### src/rtl/usb_cmd_pkg.sv
// usb_cmd_pkg: state encoding, ASCII constants and hex helpers for the USB command responder
package usb_cmd_pkg;

    typedef enum logic [2:0] {
        ST_IDLE,
        ST_ARGS,
        ST_EXEC,
        ST_LOAD,
        ST_RESP
    } state_t;

    localparam logic [7:0] C_CR = 8'h0D;
    localparam logic [7:0] C_LF = 8'h0A;
    localparam logic [7:0] C_SP = 8'h20;
    localparam logic [7:0] C_R  = 8'h52;
    localparam logic [7:0] C_W  = 8'h57;
    localparam logic [7:0] C_O  = 8'h4F;
    localparam logic [7:0] C_K  = 8'h4B;
    localparam logic [7:0] C_Q  = 8'h3F;

    function automatic logic [7:0] fold(input logic [7:0] b);
        return (b >= 8'h61 && b <= 8'h7A) ? (b & 8'hDF) : b;
    endfunction

    function automatic logic is_hex(input logic [7:0] b);
        return (b >= 8'h30 && b <= 8'h39) || (b >= 8'h41 && b <= 8'h46);
    endfunction

    function automatic logic [3:0] hex2nib(input logic [7:0] b);
        return (b <= 8'h39) ? b[3:0] : b[3:0] + 4'd9;
    endfunction

    function automatic logic [7:0] nib2asc(input logic [3:0] n);
        return (n < 4'd10) ? {4'h3, n} : 8'h37 + {4'h0, n};
    endfunction

endpackage

### src/rtl/usb_cmd_tx_buf.sv
// usb_cmd_tx_buf: 4-byte reply buffer that streams its bytes out with valid/ready, holding data while stalled
module usb_cmd_tx_buf
    import usb_cmd_pkg::*;
(
    input  logic            i_clk,
    input  logic            i_rst_n,
    input  logic            i_load,
    input  logic [3:0][7:0] i_data,
    input  logic [2:0]      i_len,
    input  logic            i_ready,
    output logic            o_valid,
    output logic [7:0]      o_data,
    output logic            o_done
);

    logic [3:0][7:0] r_buf;
    logic [1:0]      r_idx;
    logic [2:0]      r_len;
    logic            r_valid;

    assign o_valid = r_valid;
    assign o_data  = r_buf[r_idx];
    assign o_done  = r_valid && i_ready && ({1'b0, r_idx} == r_len - 3'd1);

    // capture a reply on load, then advance one byte per accepted transfer
    always_ff @(posedge i_clk) begin
        if (!i_rst_n) begin
            r_buf   <= '0;
            r_idx   <= '0;
            r_len   <= '0;
            r_valid <= 1'b0;
        end else if (i_load) begin
            r_buf   <= i_data;
            r_len   <= i_len;
            r_idx   <= '0;
            r_valid <= 1'b1;
        end else if (r_valid && i_ready) begin
            if (o_done) r_valid <= 1'b0;
            else r_idx <= r_idx + 2'd1;
        end
    end

endmodule

### src/rtl/usb_cmd_responder.sv
// usb_cmd_responder: parses ASCII R/W command lines from the host and performs local register accesses
module usb_cmd_responder
    import usb_cmd_pkg::*;
#(
    parameter int ADDR_W  = 4,
    parameter int TIMEOUT = 48000000
) (
    input  logic              clk_48mhz,
    input  logic              reset_n,
    input  logic [7:0]        rx_data,
    input  logic              rx_valid,
    output logic              rx_ready,
    output logic [7:0]        tx_data,
    output logic              tx_valid,
    input  logic              tx_ready,
    output logic [ADDR_W-1:0] reg_addr,
    output logic [7:0]        reg_wdata,
    output logic              reg_we,
    output logic              reg_re,
    input  logic [7:0]        reg_rdata
);

    localparam int NR = ADDR_W / 4;
    localparam int NW = NR + 2;
    localparam int CW = $clog2(NW + 2);
    localparam int TW = $clog2(TIMEOUT + 1);
    localparam int AW = ADDR_W + 8;

    state_t          r_state, w_next;
    logic            r_run, r_is_w, r_err;
    logic [CW-1:0]   r_cnt;
    logic [AW-1:0]   r_acc;
    logic [TW-1:0]   r_tmo;
    logic [7:0]      w_byte;
    logic            w_rx, w_digit, w_term, w_sp, w_len_ok, w_ok, w_tmo_hit, w_load, w_tx_done;
    logic [3:0][7:0] w_resp;
    logic [2:0]      w_len;

    assign w_byte    = fold(rx_data);
    assign w_rx      = rx_valid && rx_ready;
    assign w_digit   = is_hex(w_byte);
    assign w_term    = (w_byte == C_CR) || (w_byte == C_LF);
    assign w_sp      = (w_byte == C_SP);
    assign w_len_ok  = (r_cnt == (r_is_w ? CW'(NW) : CW'(NR)));
    assign w_ok      = !r_err && w_len_ok;
    assign w_tmo_hit = !w_rx && (r_tmo == TW'(TIMEOUT - 1));

    // state register
    always_ff @(posedge clk_48mhz) begin
        if (!reset_n) r_state <= ST_IDLE;
        else r_state <= w_next;
    end

    // next-state logic: parse bytes, execute, load reply, stream it out
    always_comb begin
        w_next = r_state;
        case (r_state)
            ST_IDLE: if (w_rx && !w_term && !w_sp) w_next = ST_ARGS;
            ST_ARGS: w_next = (w_rx && w_term) ? ST_EXEC : w_tmo_hit ? ST_IDLE : ST_ARGS;
            ST_EXEC: w_next = ST_LOAD;
            ST_LOAD: w_next = ST_RESP;
            ST_RESP: if (w_tx_done) w_next = ST_IDLE;
            default: w_next = ST_IDLE;
        endcase
    end

    // outputs: host back-pressure, register strobes and the reply contents
    always_comb begin
        rx_ready  = r_run && (r_state == ST_IDLE || r_state == ST_ARGS);
        reg_re    = (r_state == ST_EXEC) && w_ok && !r_is_w;
        reg_we    = (r_state == ST_EXEC) && w_ok && r_is_w;
        w_load    = (r_state == ST_LOAD);
        w_resp[0] = r_err ? C_Q : r_is_w ? C_O : nib2asc(reg_rdata[7:4]);
        w_resp[1] = r_err ? C_CR : r_is_w ? C_K : nib2asc(reg_rdata[3:0]);
        w_resp[2] = r_err ? C_LF : C_CR;
        w_resp[3] = r_err ? 8'h00 : C_LF;
        w_len     = r_err ? 3'd3 : 3'd4;
    end

    // line datapath: command type, digit accumulator, error flag, idle timer and latched register address/data
    always_ff @(posedge clk_48mhz) begin
        if (!reset_n) begin
            r_run     <= 1'b0;
            r_is_w    <= 1'b0;
            r_err     <= 1'b0;
            r_cnt     <= '0;
            r_acc     <= '0;
            r_tmo     <= '0;
            reg_addr  <= '0;
            reg_wdata <= '0;
        end else begin
            r_run <= 1'b1;
            if (r_state == ST_IDLE) begin
                r_cnt <= '0;
                r_acc <= '0;
                r_tmo <= '0;
                if (w_rx) begin
                    r_is_w <= (w_byte == C_W);
                    r_err  <= !(w_byte == C_R || w_byte == C_W);
                end
            end
            if (r_state == ST_ARGS) begin
                r_tmo <= w_rx ? '0 : (r_tmo == TW'(TIMEOUT)) ? r_tmo : r_tmo + 1'b1;
                if (w_rx && w_digit) begin
                    r_acc <= {r_acc[AW-5:0], hex2nib(w_byte)};
                    if (r_cnt <= CW'(NW)) r_cnt <= r_cnt + 1'b1;
                    if (r_cnt >= CW'(NW)) r_err <= 1'b1;
                end else if (w_rx && !w_term && !w_sp) begin
                    r_err <= 1'b1;
                end
                if (w_rx && w_term && w_ok) begin
                    reg_addr <= r_is_w ? r_acc[AW-1:8] : r_acc[ADDR_W-1:0];
                    if (r_is_w) reg_wdata <= r_acc[7:0];
                end
            end
            if (r_state == ST_EXEC && !w_len_ok) r_err <= 1'b1;
        end
    end

    usb_cmd_tx_buf u_tx_buf (
        .i_clk   (clk_48mhz),
        .i_rst_n (reset_n),
        .i_load  (w_load),
        .i_data  (w_resp),
        .i_len   (w_len),
        .i_ready (tx_ready),
        .o_valid (tx_valid),
        .o_data  (tx_data),
        .o_done  (w_tx_done)
    );

endmodule
### config.mk
export PLATFORM = sky130hd
export DESIGN_NAME = usb_cmd_responder
export DESIGN_NICKNAME = d
export VERILOG_FILES = /design/src/rtl/usb_cmd_pkg.sv /design/src/rtl/usb_cmd_tx_buf.sv /design/src/rtl/usb_cmd_responder.sv
export SDC_FILE = /design/constraint.sdc
export NUM_CORES = 1
export LEC_CHECK = 0
export CORE_MARGIN = 2
export CORE_UTILIZATION = 60
export CTS_CLUSTER_DIAMETER = 200
export DETAILED_ROUTE_END_ITERATION = 16
export DONT_BUFFER_PORTS = 1
export PLACE_DENSITY_LB_ADDON = 0.2
export RECOVER_POWER = 25
export SETUP_SLACK_MARGIN = 0.3
export SLEW_MARGIN = 20
export SYNTH_ARGS = -nofsm -noshare
export SYNTH_HDL_FRONTEND = slang
export SYNTH_SLANG_ARGS = --single-unit
### constraint.sdc
create_clock -name clk_48mhz -period 2.4 [get_ports clk_48mhz]
set_input_delay 0.48 -clock clk_48mhz [delete_from_list [all_inputs] [get_ports clk_48mhz]]
set_output_delay 0.48 -clock clk_48mhz [all_outputs]
set_load 0.02 [all_outputs]
# Word-level counts from Yosys, hierarchy flattened
# Index checks and enable logic that the tools add are counted.
[op_classes]
addsub = 7
n_lt_le_gt_ge = 11
n_eq_ne = 16
mux = 42
bitwise_logic = 2
reduce_logical = 41
[op_table]
columns = ["operator", "n"]
rows = [
  ["2-to-1 mux 26 bit", 4],
  ["equality test 26 bit (second input constant)", 2],
  ["2-to-1 mux 7 bit", 6],
  ["2-to-1 mux 12 bit", 3],
  ["adder 26 x 1 -> 26 bit (second input constant)", 1],
  ["2-to-1 mux 3 bit", 8],
  ["logical AND 1 bit", 18],
  ["binary-select mux 8 bit (select 2 bit)", 1],
  ["equality test 8 x 4 -> 1 bit (second input constant)", 2],
  ["equality test 8 x 7 -> 1 bit (second input constant)", 2],
  ["greater-or-equal comparator 8 x 7 -> 1 bit (second input constant)", 2],
  ["<= comparator 8 x 7 -> 1 bit (second input constant)", 2],
  ["case mux 3 bit (5 select lines)", 1],
  ["adder 6 x 4 -> 7 bit (first input constant)", 2],
  ["2-to-1 mux 1 bit", 12],
  ["2-to-1 mux 4 bit", 3],
  ["AND reduction 2 bit", 6],
  ["equality test 8 x 6 -> 1 bit (second input constant)", 1],
  ["greater-or-equal comparator 8 x 6 -> 1 bit (second input constant)", 1],
  ["<= comparator 8 x 6 -> 1 bit (second input constant)", 1],
  ["less-than comparator 4 bit (second input constant)", 2],
  ["2-to-1 mux 8 bit", 1],
  ["zero test 1 bit", 7],
  ["equality test 3 x 2 -> 1 bit (second input constant)", 2],
  ["22 further kinds", 29],
]
[word_totals]
register_bits = 97
inputBits = 20
output_inout_bits = 24
wordCells = 135

# Depth between registers and ports, before layout
# Gate-level depths: netlist (run 1).
[logic_depth]
ltp_word = 12
mapped_depth = 8
depth_no_buf = 7

# Cells and area by module
# Synthesis (run 1) repeated with hierarchy kept, for this count alone.
[unflattened]
hier_cells = 574
hier_area_um2 = 5206.2
[modules_own_cells]
columns = ["mod", "n_inst", "cells_each", "area_each_um2"]
rows = [
  ["usb_cmd_responder", 1, 421, 3433.3],
  ["usb_cmd_tx_buf", 1, 153, 1773.0],
]

# Worst setup path after synthesis (run 1)
# Ideal clock, no wire load.
[synth_path]
path_kind = "input-to-reg"
startpoint = "input port rx_data[0]"
endpoint = "register r_cnt[1]"
t_arrival_ns = 1.886
required_ns = 2.328
setup_slack_ns = 0.442
stages = 8
path_buffers = 1
cell_sequence = "inv_1 > ha_1 > nor3b_1 > nor4b_2 > o21ai_1 > buf_2 > nor3_1 > mux2i_1"
[synth_via]
elab_chain_cells = 9
elab_cells_between_ends = 14
[synth_lines]
columns = ["item", "line_no", "text"]
rows = [
  ["from (decl)", "usb_cmd_responder.sv:10", "input logic [7:0] rx_data,"],
  ["greater-or-equal comparator 8 x 7 -> 1 bit / <= comparator 8 x 7 -> 1 bit (equally long branches)", "usb_cmd_pkg.sv:22", "return (b >= 8'h61 && b <= 8'h7A) ? (b & 8'hDF) : b;"],
  ["logical AND 1 bit", "usb_cmd_pkg.sv:22", ""],
  ["2-to-1 mux 6 bit (*)", "usb_cmd_pkg.sv:22", ""],
  ["greater-or-equal comparator 8 x 6 -> 1 bit (tied with other cells)", "usb_cmd_pkg.sv:26", "return (b >= 8'h30 && b <= 8'h39) || (b >= 8'h41 && b <= 8'h46);"],
  ["logical AND 1 bit", "usb_cmd_pkg.sv:26", ""],
  ["logical OR 1 bit (*)", "usb_cmd_pkg.sv:26", ""],
  ["logical AND 1 bit (*)", "usb_cmd_responder.sv:104", "if (w_rx && w_digit) begin"],
  ["2-to-1 mux 3 bit (*)", "usb_cmd_responder.sv:104", ""],
  ["2-to-1 mux 3 bit (*)", "usb_cmd_responder.sv:102", "if (r_state == ST_ARGS) begin"],
  ["to (signal assigned)", "usb_cmd_responder.sv:106", "if (r_cnt <= CW'(NW)) r_cnt <= r_cnt + 1'b1;"],
  ["to (decl)", "usb_cmd_responder.sv:31", "logic [CW-1:0] r_cnt;"],
]
# Every way passes the cells marked *; elsewhere a longest branch is shown, timed or not.
# A chain may end at the register's enable or synchronous reset.

# Worst setup path in the final report (run 1)
[layout_path]
startpoint = "register r_state[2]"
endpoint = "output port reg_re"
[layout_via]
elab_chain_cells = 3
[layout_lines]
columns = ["item", "line_no", "text"]
rows = [
  ["from (decl)", "usb_cmd_responder.sv:29", "state_t r_state, w_next;"],
  ["from (signal assigned)", "usb_cmd_responder.sv:51", "else r_state <= w_next;"],
  ["equality test 3 x 2 -> 1 bit", "usb_cmd_responder.sv:70", "reg_re = (r_state == ST_EXEC) && w_ok && !r_is_w;"],
  ["logical AND 1 bit (2 in series)", "usb_cmd_responder.sv:70", ""],
  ["to (decl)", "usb_cmd_responder.sv:19", "output logic reg_re,"],
]
# No other way between the ends.

==> metrics.txt, run 1 <==
WL per Instance 16.3 µm; critical path class flop to primary output; Async S/R FF share, synth 0%; Synth warnings 0; Sw Ratio 22.2%; initial core utilization 61.3%; Least-Margin Pin Slew 0.649 ns; Worst VDD drop 0.000313 V; startpoint types flop; Routability Congestion 0.884; Max-Cap Viols 0; # rows 30; Total Power 2.64 mW; Clock Skews 0.00693 ns; Pwr Density 583 mW/mm²; die height 86.6 µm; Setup crit end kind primary output; DRT antenna net count 0; CP arrival 1.65 ns; placed inst area 0.00423 mm²; setup_tns 0 ns; LEAKAGE 1.59 nW; Hold Worst Slack 0.136 ns; Comb power frac 4.7%; clock sinks 79; type of the tightest min-delay check input pin to flop; drt first pass iters 5; fill cell count 553; pin count of the biggest net entering global routing 45; sequential element share of the synthesized area 38.6%; Syn Inst Count 497; Worst-Skew Late Latency 0.37 ns; post-synth net total 527; sw power 587 µW; RSZ-0062 raised after global routing true; I/O pins 44; total number of vias 3668; Residual DRC 0; worst-path maximum fanout 9; CTS H-tree lvls 3; area of the mapped netlist 0.00410 mm²; Slew Viols, Final 0; final WL 9.62 mm; global route overflow 0; core area 0.00668 mm²; Worst slew margin 56.6%; Chip Width 86.6 µm; count of different cell masters after synthesis 69; Synth top cells by count 79 x dfxtp_1, 47 x nor2_1, 46 x nand2_1, 33 x a21oi_1, 31 x nand3_1; Register Area 0.00158 mm²; share of layout cells above drive strength 1 12.9%; final setup vio count 0; Worst-path clk slew 0.08 ns; top-count cell post-synth dfxtp_1; Int Power 2.05 mW; cell taking the most area after synthesis dfxtp_1; number of synthesized flops with an enable pin 0; CTS tree done; Vias/cell 6.22; pre-CTS setup slack 0.273 ns; Mapped Avg Cell Area 8.24 µm²; Multi-input gate area 0.00235 mm²; initial antenna violation count 0; root buf cell clkbuf_8; worst path required time 1.92 ns; GRT Overall Usage 26.5%; Most used DFF post-synth dfxtp_1; Seq pwr share 50.1%; final worst slack 0.266 ns; dpl hpwl 6.71 mm; Nets 535; post-layout min period 2.13 ns; Antenna diodes 0; count of state elements after synthesis 79; die area 0.00750 mm²; count of final hold-check violations 0; Yosys top cell area share 38.6%; post-route clock period utilization 88.9%; Finished Cell Area 0.00452 mm²; port buffer count 0; status complete, no violations; vias in the first global route 3264; CTS Buffer Depth 2; Synth-to-Final Area Change 10.5%; Inserted Clock Buffers 9; 1st-iter DRT viols 192; first-pass GRT wire length 15.7 mm; fmax 469 MHz; clock network power share 45.3%; Synth area leaders dfxtp_1 39%, nor2_1 4.3%, nand2_1 4.2%, a21oi_1 4.0%, nand3_1 3.8%
layout make-up:
type | instances | area share (%)
multi-input combinational | 369 | 52.0
sequential | 79 | 35.0
timing repair buffer | 23 | 3.65
clock buffer | 10 | 2.82
clock inverter | 6 | 2.41
tap | 80 | 2.21
inverter | 23 | 1.91
power by group through the flow:
stage,registers [mW],clock network (mW),logic [mW]
after detailed placement,1.35,0,0.121
after global routing,1.32,1.26,0.138
after global placement,1.35,0,0.118
after floorplan,1.35,0,0.106
after CTS,1.32,1.20,0.122
final,1.32,1.19,0.123
placed cells by master, fill, tap and decap left out, types with 3 or more instances in the layout:
master,Yosys,final
mux2i_1,12,12
ha_1,10,10
clkbuf_8,0,9
nand3_1,31,31
nand3b_1,3,3
dfxtp_1,79,77
nor3b_1,6,6
o21ai_0,29,29
or3_1,9,9
nand2_1,46,46
bufinv_16,0,3
inv_1,23,23
or2_2,3,3
clkbuf_1,15,3
o31a_1,3,3
mux2_2,4,4
and3_1,4,4
a211oi_1,3,3
o21ai_1,10,10
nand4_1,15,15
xor2_1,5,4
nor3_1,12,11
nor4_1,4,3
a21oi_1,33,33
buf_4,1,21
o22ai_1,13,13
nor2_1,47,46
xnor2_1,11,11
a31oi_1,4,4
worst max-delay path: stages (launching register included):
cell,delay [ns]
dfxtp_1,0.34
clkbuf_1,0.22
nor2_1,0.25
nand3_1,0.16
nor2_1,0.15
buf_4,0.16
per-stage QoR:
step                      cells  util (%)
after floorplan             497         -
after global placement      570      63.3
after detailed placement    570      63.3
after CTS                   586      66.9
after global routing        590      67.7
final                       590      67.7
per-layer routing:
layer  vias up  track usage (%)  part of all wire (%)
met2       117             41.7                    47
met5         -                0                     0
met3        12             4.57                   6.5
li1       1810                -                     -
met4         0             10.9                   1.5
met1      1729             36.0                    45
cell families (layout without fill, tap and decap cells):
family,count (synthesis),count (layout),share of synthesized area [%]
AO/OA/AOI/OAI,114,114,17.0
XOR/XNOR,16,16,3.42
flip-flops,79,79,38.6
buffers and inverters,49,62,4.83
AND/OR/NAND/NOR,209,209,27.6
other,1,1,0.0916
multiplexers,19,19,5.41
adder cells (fa/ha/maj),10,10,3.06
final timing paths:
check / cells after the start / start / slack [ns] / to
worst max register to register: 5 / r_tmo[12] / 0.37 / r_tmo[17]
worst min register to register: 1 / r_tmo[25] / 0.46 / r_tmo[25]
worst min-delay path: 0 / reset_n / 0.14 / r_run
worst max-delay path: 5 / r_state[2] / 0.27 / reg_re
registers in the layout, summed over array words and instances, names as in the netlist:
name              flops
r_state               3
reg_addr              4
r_acc                12
u_tx_buf.r_len        1
r_err                 1
r_run                 1
r_tmo                26
r_cnt                 3
u_tx_buf.r_idx        2
reg_wdata             8
u_tx_buf.r_buf       16
u_tx_buf.o_valid      1
r_is_w                1
repair_timing:
item                                    in CTS  in global routing
buffers inserted                             0                  4
cloned                                       0                  0
endpoints found under the setup margin       2                  7
pin swaps                                    1                  2
resized for setup                            2                  7
hold buffers                                 0                  0
(Power assumes the default switching activity.)
==> run 2: changes to the inputs <==
--- a/config.mk
+++ b/config.mk
@@ -10,10 +10,12 @@
 export CTS_CLUSTER_DIAMETER = 200
 export DETAILED_ROUTE_END_ITERATION = 16
 export DONT_BUFFER_PORTS = 1
+export HOLD_SLACK_MARGIN = 0.1
 export PLACE_DENSITY_LB_ADDON = 0.2
 export RECOVER_POWER = 25
 export SETUP_SLACK_MARGIN = 0.3
 export SLEW_MARGIN = 20
 export SYNTH_ARGS = -nofsm -noshare
 export SYNTH_HDL_FRONTEND = slang
+export SYNTH_HIERARCHICAL = 1
 export SYNTH_SLANG_ARGS = --single-unit
==> run 2 against run 1 <==
  * Routed wire length is 13% higher
  * Synthesized cell count is 15% higher
  * Fmax is 1.3% higher
  * Register-to-register slack hardly changed
  * Non-clock buffer count is 4 lower
  * Sequential power is 23% higher
  * Global-route usage is 3.5 points lower
  * Critical path type is now input pin to flop
  * Critical endpoint is now r_err
  * Largest cell class unchanged
==> metrics.txt, run 2 <==
vias in the first global route 4022; root buf cell clkbuf_8; port buffer count 0; 1st-iter DRT viols 209; startpoint types input pin; max reg flops 32; Worst slew margin 42.8%; commonest non-fill, non-tap cells in the layout 93 x dfxtp_1, 52 x nor2b_1, 52 x mux2i_1, 44 x nand2_1, 39 x nor2_1; Worst VDD drop 0.000344 V; top-count cell post-synth dfxtp_1; Antenna diodes 0; DRT antenna net count 0; CTS Buffer Depth 2; Slew Viols, Final 0; slowest stage delay, CP 0.54 ns; worst-path maximum fanout 6; I/O pins 44; pin count of the biggest net entering global routing 68; number of synthesized flops with an enable pin 0; # rows 33; core area 0.00830 mm²; CP max-delay cell or4b_1; Vias/cell 5.83; share of layout cells above drive strength 1 12.9%; dpl hpwl 7.65 mm; hold path depth 0; die area 0.00944 mm²; CP Cell Sequence clkinvlp_2, ha_4, or4b_1, a31oi_1, a2111o_1, or4b_1, a32o_1; most common cell after layout, fill and taps aside dfxtp_1; CTS tree done; type of the tightest min-delay check input pin to flop; Finished Cell Area 0.00566 mm²; reg2reg start r_state[1]; placed inst area 0.00542 mm²; final WL 10.9 mm; drt first pass iters 4; post-layout min period 2.11 ns; first-pass GRT wire length 18.3 mm; post-route clock period utilization 87.8%; Synth top cells by count 97 x dfxtp_1, 52 x mux2i_1, 52 x nor2b_1, 44 x nand2_1, 40 x nor2_1; count of final hold-check violations 0; worst path required time 2.65 ns; RSZ-0062 raised after global routing true; cell taking the most area after synthesis dfxtp_1; status complete, no violations; LEAKAGE 1.84 nW; Critical Path Most Common Cell or4b_1; total number of vias 4052; area of the mapped netlist 0.00521 mm²; Synth warnings 6; global route overflow 0; Nets 617; Worst-path clk slew 0.10 ns; FF-to-FF setup slack 0.37 ns; critical path class input pin to flop; setup_tns 0 ns; fmax 475 MHz; Most used DFF post-synth dfxtp_1; count of state elements after synthesis 97; Setup crit end kind flop; die height 97.2 µm; Mapped Avg Cell Area 9.07 µm²; count of different cell masters after synthesis 69; Inserted Clock Buffers 9; GRT Overall Usage 23.0%; WL per Instance 15.7 µm; fill cell count 699; Synth area leaders dfxtp_1 37%, mux2i_1 10%, nor2b_1 6.2%, xnor2_1 3.5%, mux4_2 3.5%; Syn Inst Count 574; initial core utilization 62.7%; Worst-Skew Late Latency 0.35 ns; largest reg by FF count u_tx_buf/r_buf; sequential element share of the synthesized area 37.3%; Async S/R FF share, synth 0%; Chip Width 97.2 µm; CP arrival 2.36 ns; Pwr Density 488 mW/mm²; initial antenna violation count 0; Top Family by Delay on Critical Path compound AO/OA/AOI/OAI gates; reg2reg end u_tx_buf/r_buf[27]; worst path buffer plus inverter count 1; Routability Congestion 0.931; R2R cell count 5; Hold Crit Start reset_n; biggest regs u_tx_buf/r_buf (32), r_tmo (26), r_acc (12); Residual DRC 0; Least-Margin Pin Slew 0.857 ns; Max-Cap Viols 0; Yosys top cell area share 37.3%; Clock Skews 0.0111 ns; Synth-to-Final Area Change 8.68%; Hold-fix buffers, CTS 0; Worst Hold End r_run; final setup vio count 0; clock sinks 97; CTS H-tree lvls 3
## run 2: cell types whose count changed after synthesis, sizes merged, moves of 5 or more
cell,previous run,this run
a21oi,33,16
dfxtp,79,97
mux2i,12,52
mux4,2,8
nand2b,2,11
nand3,31,21
nand4,17,9
nor2,48,40
nor2b,1,52
nor3,12,17
o21ai,39,23
o22ai,13,0
or3,9,2
xnor2,11,21
## run 2: stage by stage
step                instances  setup WS (ns)  hold slack, ns  util (%)  total power, mW
finish                    695          0.294           0.177      68.2             2.76
global route              695          0.212           0.149      68.2             2.86
CTS                       695          0.307           0.141      68.0             2.79
detailed placement        678          0.181           0.462      65.4             1.82
global placement          678          0.218           0.452      65.4             1.82
floorplan                 585          0.210           0.438         -             1.79
## run 2: worst max-delay path by stage
stage	start	end	cells past startpoint
after detailed placement	rx_data[0]	r_acc[2]	8
after global placement	rx_data[1]	r_acc[2]	8
after CTS	r_state[2]	reg_wdata[7]	7
after global routing	rx_data[1]	r_err	7
final	rx_data[1]	r_err	7
after floorplan	rx_data[1]	r_err	7
## run 2: what timing repair did
item / in CTS / in global routing
pin swaps: 1 / 4
endpoints found under the setup margin: 29 / 22
gates resized for setup: 6 / 12
setup buffers: 2 / 0
## run 2: area by class of cell
| class | instances | area, µm² | area share [%] |
|---|---|---|---|
| Sequential cell | 97 | 1950 | 34.4 |
| Clock buffer | 9 | 124 | 2.19 |
| Tap cell | 105 | 131 | 2.32 |
| Inverter | 24 | 98.8 | 1.75 |
| Timing Repair Buffer | 19 | 184 | 3.25 |
| Clock inverter | 6 | 48.8 | 0.862 |
| Multi-Input combinational cell | 435 | 3120 | 55.2 |
## run 2: layer usage
layer  wire, µm  vias to the layer above  track usage, %
li1           -                     2025               -
met1       5080                     1912            30.8
met2       5120                      101            37.4
met3        550                       14            4.46
met4        135                        0            7.69
met5          0                        -               0
## run 2: kinds of logic (layout without fill, tap and decap cells)
family | count (synthesis) | after routing | share of synthesized area [%]
simple gates | 245 | 245 | 26.5
fa+ha+maj | 11 | 11 | 2.64
other cells | 2 | 13 | 0.144
buf+inv | 53 | 58 | 4.76
compound gates | 74 | 74 | 9.57
xor+xnor | 27 | 27 | 4.54
mux | 65 | 65 | 14.5
flops | 97 | 97 | 37.3
## run 2: power by group
part | switching [mW] | leakage, nW | internal [mW]
logic | 0.0951 | 0.969 | 0.0767
registers | 0.00379 | 0.784 | 1.61
clock network | 0.588 | 0.0840 | 0.385
